File: src/rtl/button_push_classifier_pkg.sv
// rtl/button_push_classifier_pkg.sv - shared types and 50 MHz defaults for the push-button classifier
package button_push_classifier_pkg;

    localparam int unsigned CNT_W               = 28;
    localparam int unsigned DEF_DEBOUNCE_CYCLES = 1_000_000;
    localparam int unsigned DEF_LONG_CYCLES     = 50_000_000;

    typedef enum logic [1:0] {
        REG_CTRL_NOP = 2'd0,
        REG_CTRL_CLR = 2'd1,
        REG_CTRL_INC = 2'd2
    } reg_ctrl_e;

    typedef enum logic [2:0] {
        ST_IDLE             = 3'd0,
        ST_PRESS_DEBOUNCE   = 3'd1,
        ST_HELD             = 3'd2,
        ST_LONG_HELD        = 3'd3,
        ST_RELEASE_DEBOUNCE = 3'd4
    } state_e;

endpackage

File: src/rtl/button_push_classifier_register.sv
// rtl/button_push_classifier_register.sv - counter register with clear/increment/hold control
module button_push_classifier_register
    import button_push_classifier_pkg::*;
#(
    parameter int unsigned WIDTH = CNT_W
) (
    input  logic             i_clk,
    input  logic             i_rst_n,
    input  reg_ctrl_e        i_ctrl,
    output logic [WIDTH-1:0] o_q
);

    logic [WIDTH-1:0] r_q;

    always_ff @(posedge i_clk or negedge i_rst_n) begin
        if (!i_rst_n) begin
            r_q <= '0;
        end else begin
            case (i_ctrl)
                REG_CTRL_CLR: r_q <= '0;
                REG_CTRL_INC: r_q <= r_q + {{(WIDTH-1){1'b0}}, 1'b1};
                default:      r_q <= r_q;
            endcase
        end
    end

    assign o_q = r_q;

endmodule

File: src/rtl/button_push_classifier.sv
// rtl/button_push_classifier.sv - debounces a raw push-button and classifies each press as short or long
module button_push_classifier
    import button_push_classifier_pkg::*;
#(
    parameter int unsigned DEBOUNCE_CYCLES   = DEF_DEBOUNCE_CYCLES,
    parameter int unsigned LONG_CYCLES       = DEF_LONG_CYCLES,
    parameter bit          BUTTON_ACTIVE_LOW = 1'b1
) (
    input  logic clk,
    input  logic async_reset,
    input  logic button_raw,
    output logic short_button_push,
    output logic long_button_push,
    output logic button_pressed
);

    localparam logic             IDLE_LEVEL = BUTTON_ACTIVE_LOW;
    localparam logic [CNT_W-1:0] DEB_LAST   = CNT_W'(DEBOUNCE_CYCLES - 1);
    localparam logic [CNT_W-1:0] LONG_LAST  = CNT_W'(LONG_CYCLES - 1);

    logic       r_sync1;
    logic       r_sync2;
    state_e     r_state;
    logic       r_long_sent;
    logic       r_short;
    logic       r_long;

    logic             w_p;
    logic [CNT_W-1:0] w_cnt;
    reg_ctrl_e        w_ctrl;
    state_e           w_state_nxt;
    logic             w_long_sent_nxt;
    logic             w_short_nxt;
    logic             w_long_nxt;

    // Synchroniser resets to the released level so a held button must re-debounce.
    always_ff @(posedge clk or negedge async_reset) begin
        if (!async_reset) begin
            r_sync1 <= IDLE_LEVEL;
            r_sync2 <= IDLE_LEVEL;
        end else begin
            r_sync1 <= button_raw;
            r_sync2 <= r_sync1;
        end
    end

    assign w_p = r_sync2 ^ IDLE_LEVEL;

    button_push_classifier_register #(
        .WIDTH (CNT_W)
    ) u_cnt (
        .i_clk   (clk),
        .i_rst_n (async_reset),
        .i_ctrl  (w_ctrl),
        .o_q     (w_cnt)
    );

    always_comb begin
        w_state_nxt     = r_state;
        w_ctrl          = REG_CTRL_NOP;
        w_long_sent_nxt = r_long_sent;
        w_short_nxt     = 1'b0;
        w_long_nxt      = 1'b0;
        case (r_state)
            ST_IDLE: begin
                if (w_p) begin
                    w_state_nxt = ST_PRESS_DEBOUNCE;
                    w_ctrl      = REG_CTRL_CLR;
                end
            end
            ST_PRESS_DEBOUNCE: begin
                if (!w_p) begin
                    w_state_nxt = ST_IDLE;
                    w_ctrl      = REG_CTRL_CLR;
                end else if (w_cnt == DEB_LAST) begin
                    w_state_nxt = ST_HELD;
                    w_ctrl      = REG_CTRL_CLR;
                end else begin
                    w_ctrl      = REG_CTRL_INC;
                end
            end
            ST_HELD: begin
                if (!w_p) begin
                    w_state_nxt     = ST_RELEASE_DEBOUNCE;
                    w_ctrl          = REG_CTRL_CLR;
                    w_long_sent_nxt = 1'b0;
                end else if (w_cnt == LONG_LAST) begin
                    w_state_nxt     = ST_LONG_HELD;
                    w_ctrl          = REG_CTRL_CLR;
                    w_long_nxt      = 1'b1;
                    w_long_sent_nxt = 1'b1;
                end else begin
                    w_ctrl          = REG_CTRL_INC;
                end
            end
            ST_LONG_HELD: begin
                if (!w_p) begin
                    w_state_nxt = ST_RELEASE_DEBOUNCE;
                    w_ctrl      = REG_CTRL_CLR;
                end
            end
            ST_RELEASE_DEBOUNCE: begin
                // A release bounce resumes the hold with a fresh count.
                if (w_p) begin
                    w_state_nxt = r_long_sent ? ST_LONG_HELD : ST_HELD;
                    w_ctrl      = REG_CTRL_CLR;
                end else if (w_cnt == DEB_LAST) begin
                    w_state_nxt     = ST_IDLE;
                    w_ctrl          = REG_CTRL_CLR;
                    w_short_nxt     = !r_long_sent;
                    w_long_sent_nxt = 1'b0;
                end else begin
                    w_ctrl          = REG_CTRL_INC;
                end
            end
            default: begin
                w_state_nxt = ST_IDLE;
                w_ctrl      = REG_CTRL_CLR;
            end
        endcase
    end

    always_ff @(posedge clk or negedge async_reset) begin
        if (!async_reset) begin
            r_state     <= ST_IDLE;
            r_long_sent <= 1'b0;
            r_short     <= 1'b0;
            r_long      <= 1'b0;
        end else begin
            r_state     <= w_state_nxt;
            r_long_sent <= w_long_sent_nxt;
            r_short     <= w_short_nxt;
            r_long      <= w_long_nxt;
        end
    end

    assign short_button_push = r_short;
    assign long_button_push  = r_long;
    assign button_pressed    = (r_state == ST_HELD) || (r_state == ST_LONG_HELD) ||
                               (r_state == ST_RELEASE_DEBOUNCE);

endmodule

File: config.mk
export PLATFORM = sky130hd
export DESIGN_NAME = button_push_classifier
export DESIGN_NICKNAME = d
export VERILOG_FILES = /design/src/rtl/button_push_classifier_pkg.sv /design/src/rtl/button_push_classifier_register.sv /design/src/rtl/button_push_classifier.sv
export SDC_FILE = /design/constraint.sdc
export NUM_CORES = 1
export LEC_CHECK = 0
export CORE_ASPECT_RATIO = 0.8
export CORE_MARGIN = 3
export CORE_UTILIZATION = 35
export CTS_BUF_LIST = sky130_fd_sc_hd__clkbuf_16
export CTS_CLUSTER_DIAMETER = 30
export DETAILED_ROUTE_END_ITERATION = 12
export RECOVER_POWER = 100
export SETUP_SLACK_MARGIN = 0.15
export SLEW_MARGIN = 20
export SYNTH_ARGS = -nofsm -noshare
export SYNTH_HDL_FRONTEND = slang
export SYNTH_HIERARCHICAL = 1
export SYNTH_SLANG_ARGS = --single-unit
File: constraint.sdc
create_clock -name clk -period 5.56 [get_ports clk]
set_input_delay 1.39 -clock clk [delete_from_list [all_inputs] [get_ports clk]]
set_output_delay 1.39 -clock clk [all_outputs]
set_load 0.05 [all_outputs]
## Word-level counts from Yosys, hierarchy flattened

Cells that the tools add are included.

| storage, ports and cells | value |
|---|---|
| register bits | 36 |
| bits in latches | 0 |
| RAM bits | 0 |
| memory bits (read-only) | 0 |
| bits of input ports | 3 |
| word-level logic and storage cells | 61 |
| memories | 0 |

| cells by class | value |
|---|---|
| $add $sub $neg | 1 |
| $mul | 0 |
| div/mod/pow operators | 0 |
| order comparisons | 0 |
| equality and inequality tests | 15 |
| shift operators | 0 |
| mux-type cells | 30 |
| bitwise gates (word level) | 0 |
| reductions and logical operators | 8 |

Operators by type and width:

| operator | count |
|---|---|
| $pmux W28 S2 | 1 |
| $add A28 B1 Y28 const B | 1 |
| $eq A28 B20 Y1 const B | 1 |
| $eq A28 B26 Y1 const B | 1 |
| $mux W3 | 8 |
| $pmux W3 S5 | 1 |
| $mux W1 | 13 |
| $mux W2 | 5 |
| $pmux W2 S5 | 1 |
| $ne A3 B3 Y1 const B | 3 |
| $ne A2 B2 Y1 const B | 4 |
| $eq A3 B2 Y1 const B | 2 |
| $reduce_and A5 Y1 | 1 |
| $reduce_and A4 Y1 | 1 |
| $reduce_bool A2 Y1 | 2 |
| $eq A3 B1 Y1 const B | 1 |
| $eq A3 B3 Y1 const B | 1 |
| $logic_not A3 Y1 | 1 |
| $eq A2 B1 Y1 const B | 1 |
| $eq A2 B2 Y1 const B | 1 |
| $logic_or A1 B1 Y1 | 2 |
| $pmux W1 S2 | 1 |
| $logic_not A1 Y1 | 1 |

## Depth between registers and ports, before layout

| depth | value |
|---|---|
| depth after elaboration | 6 |
| mapped depth | 14 |
| mapped depth without buffers | 11 |

## By module

The synthesis kept the hierarchy.

By module, submodules not included:

| module | instances | cells each | area an instance (µm²) | seq. area each (µm²) |
|---|---|---|---|---|
| button_push_classifier_register | 1 | 163 | 1,503.9 | 700.7 |
| button_push_classifier | 1 | 71 | 670.6 | 202.7 |

## Least setup slack after synthesis

OpenSTA, ideal clock, no wires.

| path | value |
|---|---|
| kind | flip-flop to flip-flop |
| start point | register u_cnt.r_q[11] (netlist: u_cnt/o_q[11]) |
| end point | register u_cnt.r_q[20] (netlist: u_cnt/o_q[20]) |
| setup time | 0.078 ns |
| arrival time | 3.451 ns |
| path slack | 2.031 ns |
| stages on the path, launching flop included | 13 |
| buffers on the path | 1 |
| clock period less this slack | 3.529 ns |
| cells stage by stage | dfrtp_1 or4b_4 nor4_4 and3_4 o21ai_0 nand2_1 inv_1 ha_1 nand3b_4 or4_1 buf_2 or4_1 a21oi_1 |

| on the way | value |
|---|---|
| cells in the longest elaborated chain, start to end | 6 |

Ends and longest elaborated chain:

| element | RTL line | RTL |
|---|---|---|
| from (decl) | button_push_classifier_register.sv:13 | `logic [WIDTH-1:0] r_q;` |
| from (signal assigned) | button_push_classifier_register.sv:21 | `REG_CTRL_INC: r_q <= r_q + {{(WIDTH-1){1'b0}}, 1'b1};` |
| from (signal assigned) | button_push_classifier_register.sv:22 | `default: r_q <= r_q;` |
| $eq A28 B20 Y1 or $eq A28 B26 Y1 (tied branches) | button_push_classifier.sv:75, button_push_classifier.sv:107, button_push_classifier.sv:87 |  |
| $mux W2, on equally long branches | button_push_classifier.sv:75, button_push_classifier.sv:107, button_push_classifier.sv:87 |  |
| $mux W2, on equally long branches | button_push_classifier.sv:104, button_push_classifier.sv:72, button_push_classifier.sv:83 |  |
| $pmux W2 S5 * | button_push_classifier.sv:64 | `case (r_state)` |
| named net w_ctrl[0] | button_push_classifier.sv:30 | `reg_ctrl_e w_ctrl;` |
| $eq A2 B2 Y1 or $eq A2 B1 Y1 (tied branches) | button_push_classifier_register.sv:19 | `case (i_ctrl)` |
| $pmux W28 S2 or $reduce_bool A2 Y1 (tied branches) | - |  |

The timed path passes the listed nets; every way through them passes the cells marked *.
A chain may end at the register's enable or synchronous reset.

## Final worst setup path

| path | value |
|---|---|
| start point | register u_cnt.r_q[11] (netlist: u_cnt/o_q[11]) |
| end point | register u_cnt.r_q[26] (netlist: u_cnt/o_q[26]) |

Same word-level chain as after synthesis.

==> results.cfg <==
[outcome]
status = finished, violations left
failed_checks = capacitance limit, slew limit

[synth]
synth_area_um2 = 2170
syn-num-nets = 239
async_flop_share_pct = 100
synth-seq-cells = 36
synth-edff-count = 0
syn_inst = 234
avgSynthCellArea_um2 = 9.29
synth.distinct_cells = 56
ys.flop_type = dfrtp_1
ys_warn_count = 6
ys_seq_area_share_pct = 41.5

[final_layout]
areaGrowthSynthToFinish_pct = 8.75
num_antenna_cells = 0
post-route-util_pct = 39.6
nFillCells = 594
drive_gt1_share_pct = 9.01
finalNetCount = 237
layout.cells.non_filler = 314

[detailed_routing]
drc = 0
drt-total-wl_um = 4740
via_per_inst = 5.80
drtPass1Iterations = 4
avgRoutedWirePerCell_um = 15.1
drtIter0Drc = 127
vias = 1822
postRouteAntennaNets = 0

[timing]
finalMaxSlewViolations = 37
finClkSkew_ns = 0.00425
setup_viol = 0
worst_pin_slew_ns = 1.98
slew_headroom_pct = -32.0
finalHoldViolCount = 0
fin_tns_setup_ns = 0
max_freq_mhz = 211
rsz0062_at_grt = false
post-route-min-period_ns = 4.74
post-route-period-util_pct = 85.3

[placement]
place_inst = 306
hpwl_um = 3160
port_buffers = 5
place_congestion = 0.838

[critical_path]
end_kind = flop
cp.arrival_ns = 4.94
crit_path_start_kind = flop
reg2reg_depth = 9
path_max_fanout = 18
worst_ep_required_time_ns = 5.75
r2r_slack_ns = 0.82
critPathKind = flop to flop
rr_endpoint = u_cnt/o_q[26]
r2r_start = u_cnt/o_q[11]

[min_path]
min_path_cells = 0
holdPathEnd = r_sync2
holdCritPathClass = flop to flop
hold_start = r_sync1

[pwr]
p_leak_nw = 0.887
powerDensity_nw_per_um2 = 347
total_power_mw = 0.821
irDropWorstVdd_mv = 0.153

[floorplanning]
die_h_um = 76.5
initial_utilization_pct = 36.4
ios = 6
die_area_um2 = 7200
rows = 25
core_um2 = 5970
fp.dieW_um = 94.1

[clock_tree]
post_cts_buffers = 0
htree_levels = 2
post_cts_resized = 0
cts_root_buf = clkbuf_16
cts.clk_slew.worst_paths_ns = 0.06
cts_tree = built
clkSinkCount = 36
hold_buffers = 0
clock_latency_ns = 0.28
cts_buffer_depth = 2
numCtsBuffers = 5

[global_routing]
grt_pass1_vias = 1642
grt_max_degree = 37
grt_pass1_wl_um = 8100
grt_util_all_layers_pct = 14.0
antenna_found_initial = 0
overflow = 0

[flow_run]
maxCapViolCount = 1
[Yosys cell counts (4+ instances only)]
master	count	area share [%]
dfrtp_1	34	39
a21oi_1	23	5.3
nand2_1	20	3.5
o21ai_0	14	3.2
or4_1	14	4.8
o31ai_1	12	4.1
nand3_1	11	2.5
clkbuf_1	9	1.6
nor2_1	8	1.4
or3_1	8	2.3
inv_1	6	1.0
nand4_1	6	1.7
and4_1	4	1.6
nand2b_1	4	1.2
[metrics by stage]
stage	hold WS, ns	setup slack (ns)	instance area [um2]
2_1_floorplan	0.345	2.03	2170
3_3_place_gp	0.348	1.43	2240
3_5_place_dp	0.350	1.36	2240
4_1_cts	0.362	1.32	2390
5_1_grt	0.367	0.557	2360
6_report	0.359	0.815	2360
[registers in the layout, indices dropped and copies added, names as in the netlist]
signal,count
r_state,3
short_button_push,1
r_sync2,1
u_cnt/o_q,28
r_sync1,1
long_button_push,1
r_long_sent,1
[where the power goes]
group	total (mW)	internal (mW)	switching, mW
clock network	0.275	0.165	0.110
logic	0.241	0.0820	0.159
registers	0.305	0.274	0.0312
total	0.821	0.521	0.300
[layout make-up]
type	count	area (um2)	area share, %
Sequential cell	36	903	38.2
Clock buffer	5	125	5.29
Inverter	7	26.3	1.11
Clock inverter	3	20.0	0.847
Tap cell	81	101	4.29
Timing Repair Buffer	6	51.3	2.17
Multi-Input combinational cell	176	1140	48.1
[how the worst max path moves through the flow]
stage	startpoint	to	slack, ns
after floorplan	u_cnt/o_q[11]	u_cnt/o_q[20]	2.03
after global placement	u_cnt/o_q[10]	u_cnt/o_q[26]	1.43
after detailed placement	u_cnt/o_q[11]	u_cnt/o_q[26]	1.36
after CTS	u_cnt/o_q[11]	u_cnt/o_q[26]	1.32
after global routing	u_cnt/o_q[10]	u_cnt/o_q[22]	0.56
final	u_cnt/o_q[11]	u_cnt/o_q[26]	0.82
[cells in the final DEF, fill, tap and decap left out, types with 4 or more instances in the layout]
cell	synthesis	final
nand2b_1	4	4
or4_1	14	14
o31ai_1	12	12
nor2_1	8	8
clkbuf_16	0	5
nand2_1	20	20
dlygate4sd3_1	0	4
o21ai_0	14	14
nand4_1	6	6
nand3_1	11	11
a21oi_1	23	23
inv_1	6	7
or3_1	8	8
and4_1	4	4
dfrtp_1	34	34
[worst max-delay path, cell delays in order (launching register included)]
cell and delay [ns]:
dfrtp_1 0.43, or4b_4 0.56, nor4_1 0.82, nand3_1 0.30, a32o_1 0.32, ha_1 0.46
nand3b_4 0.23, or4_1 0.80, or4_1 0.56, a21oi_1 0.19
[cells by family after synthesis]
logic type                 after synthesis  share of synthesized area, %
and+or+nand+nor                        107                          32.4
AOI/OAI and AO/OA                       65                          19.0
DFF                                     36                          41.5
buffers and inverters                   22                          5.12
xor gates and xnor gates                 2                         0.806
adders and majority gates                2                          1.15
[layer usage]
metal,up-vias,track usage [%],routed length (um)
met5,-,0,0
met4,0,3.90,43
met3,4,3.36,220
met2,41,19.9,2100
met1,885,20.9,2370
li1,892,-,-
(Power assumes the default switching activity.)
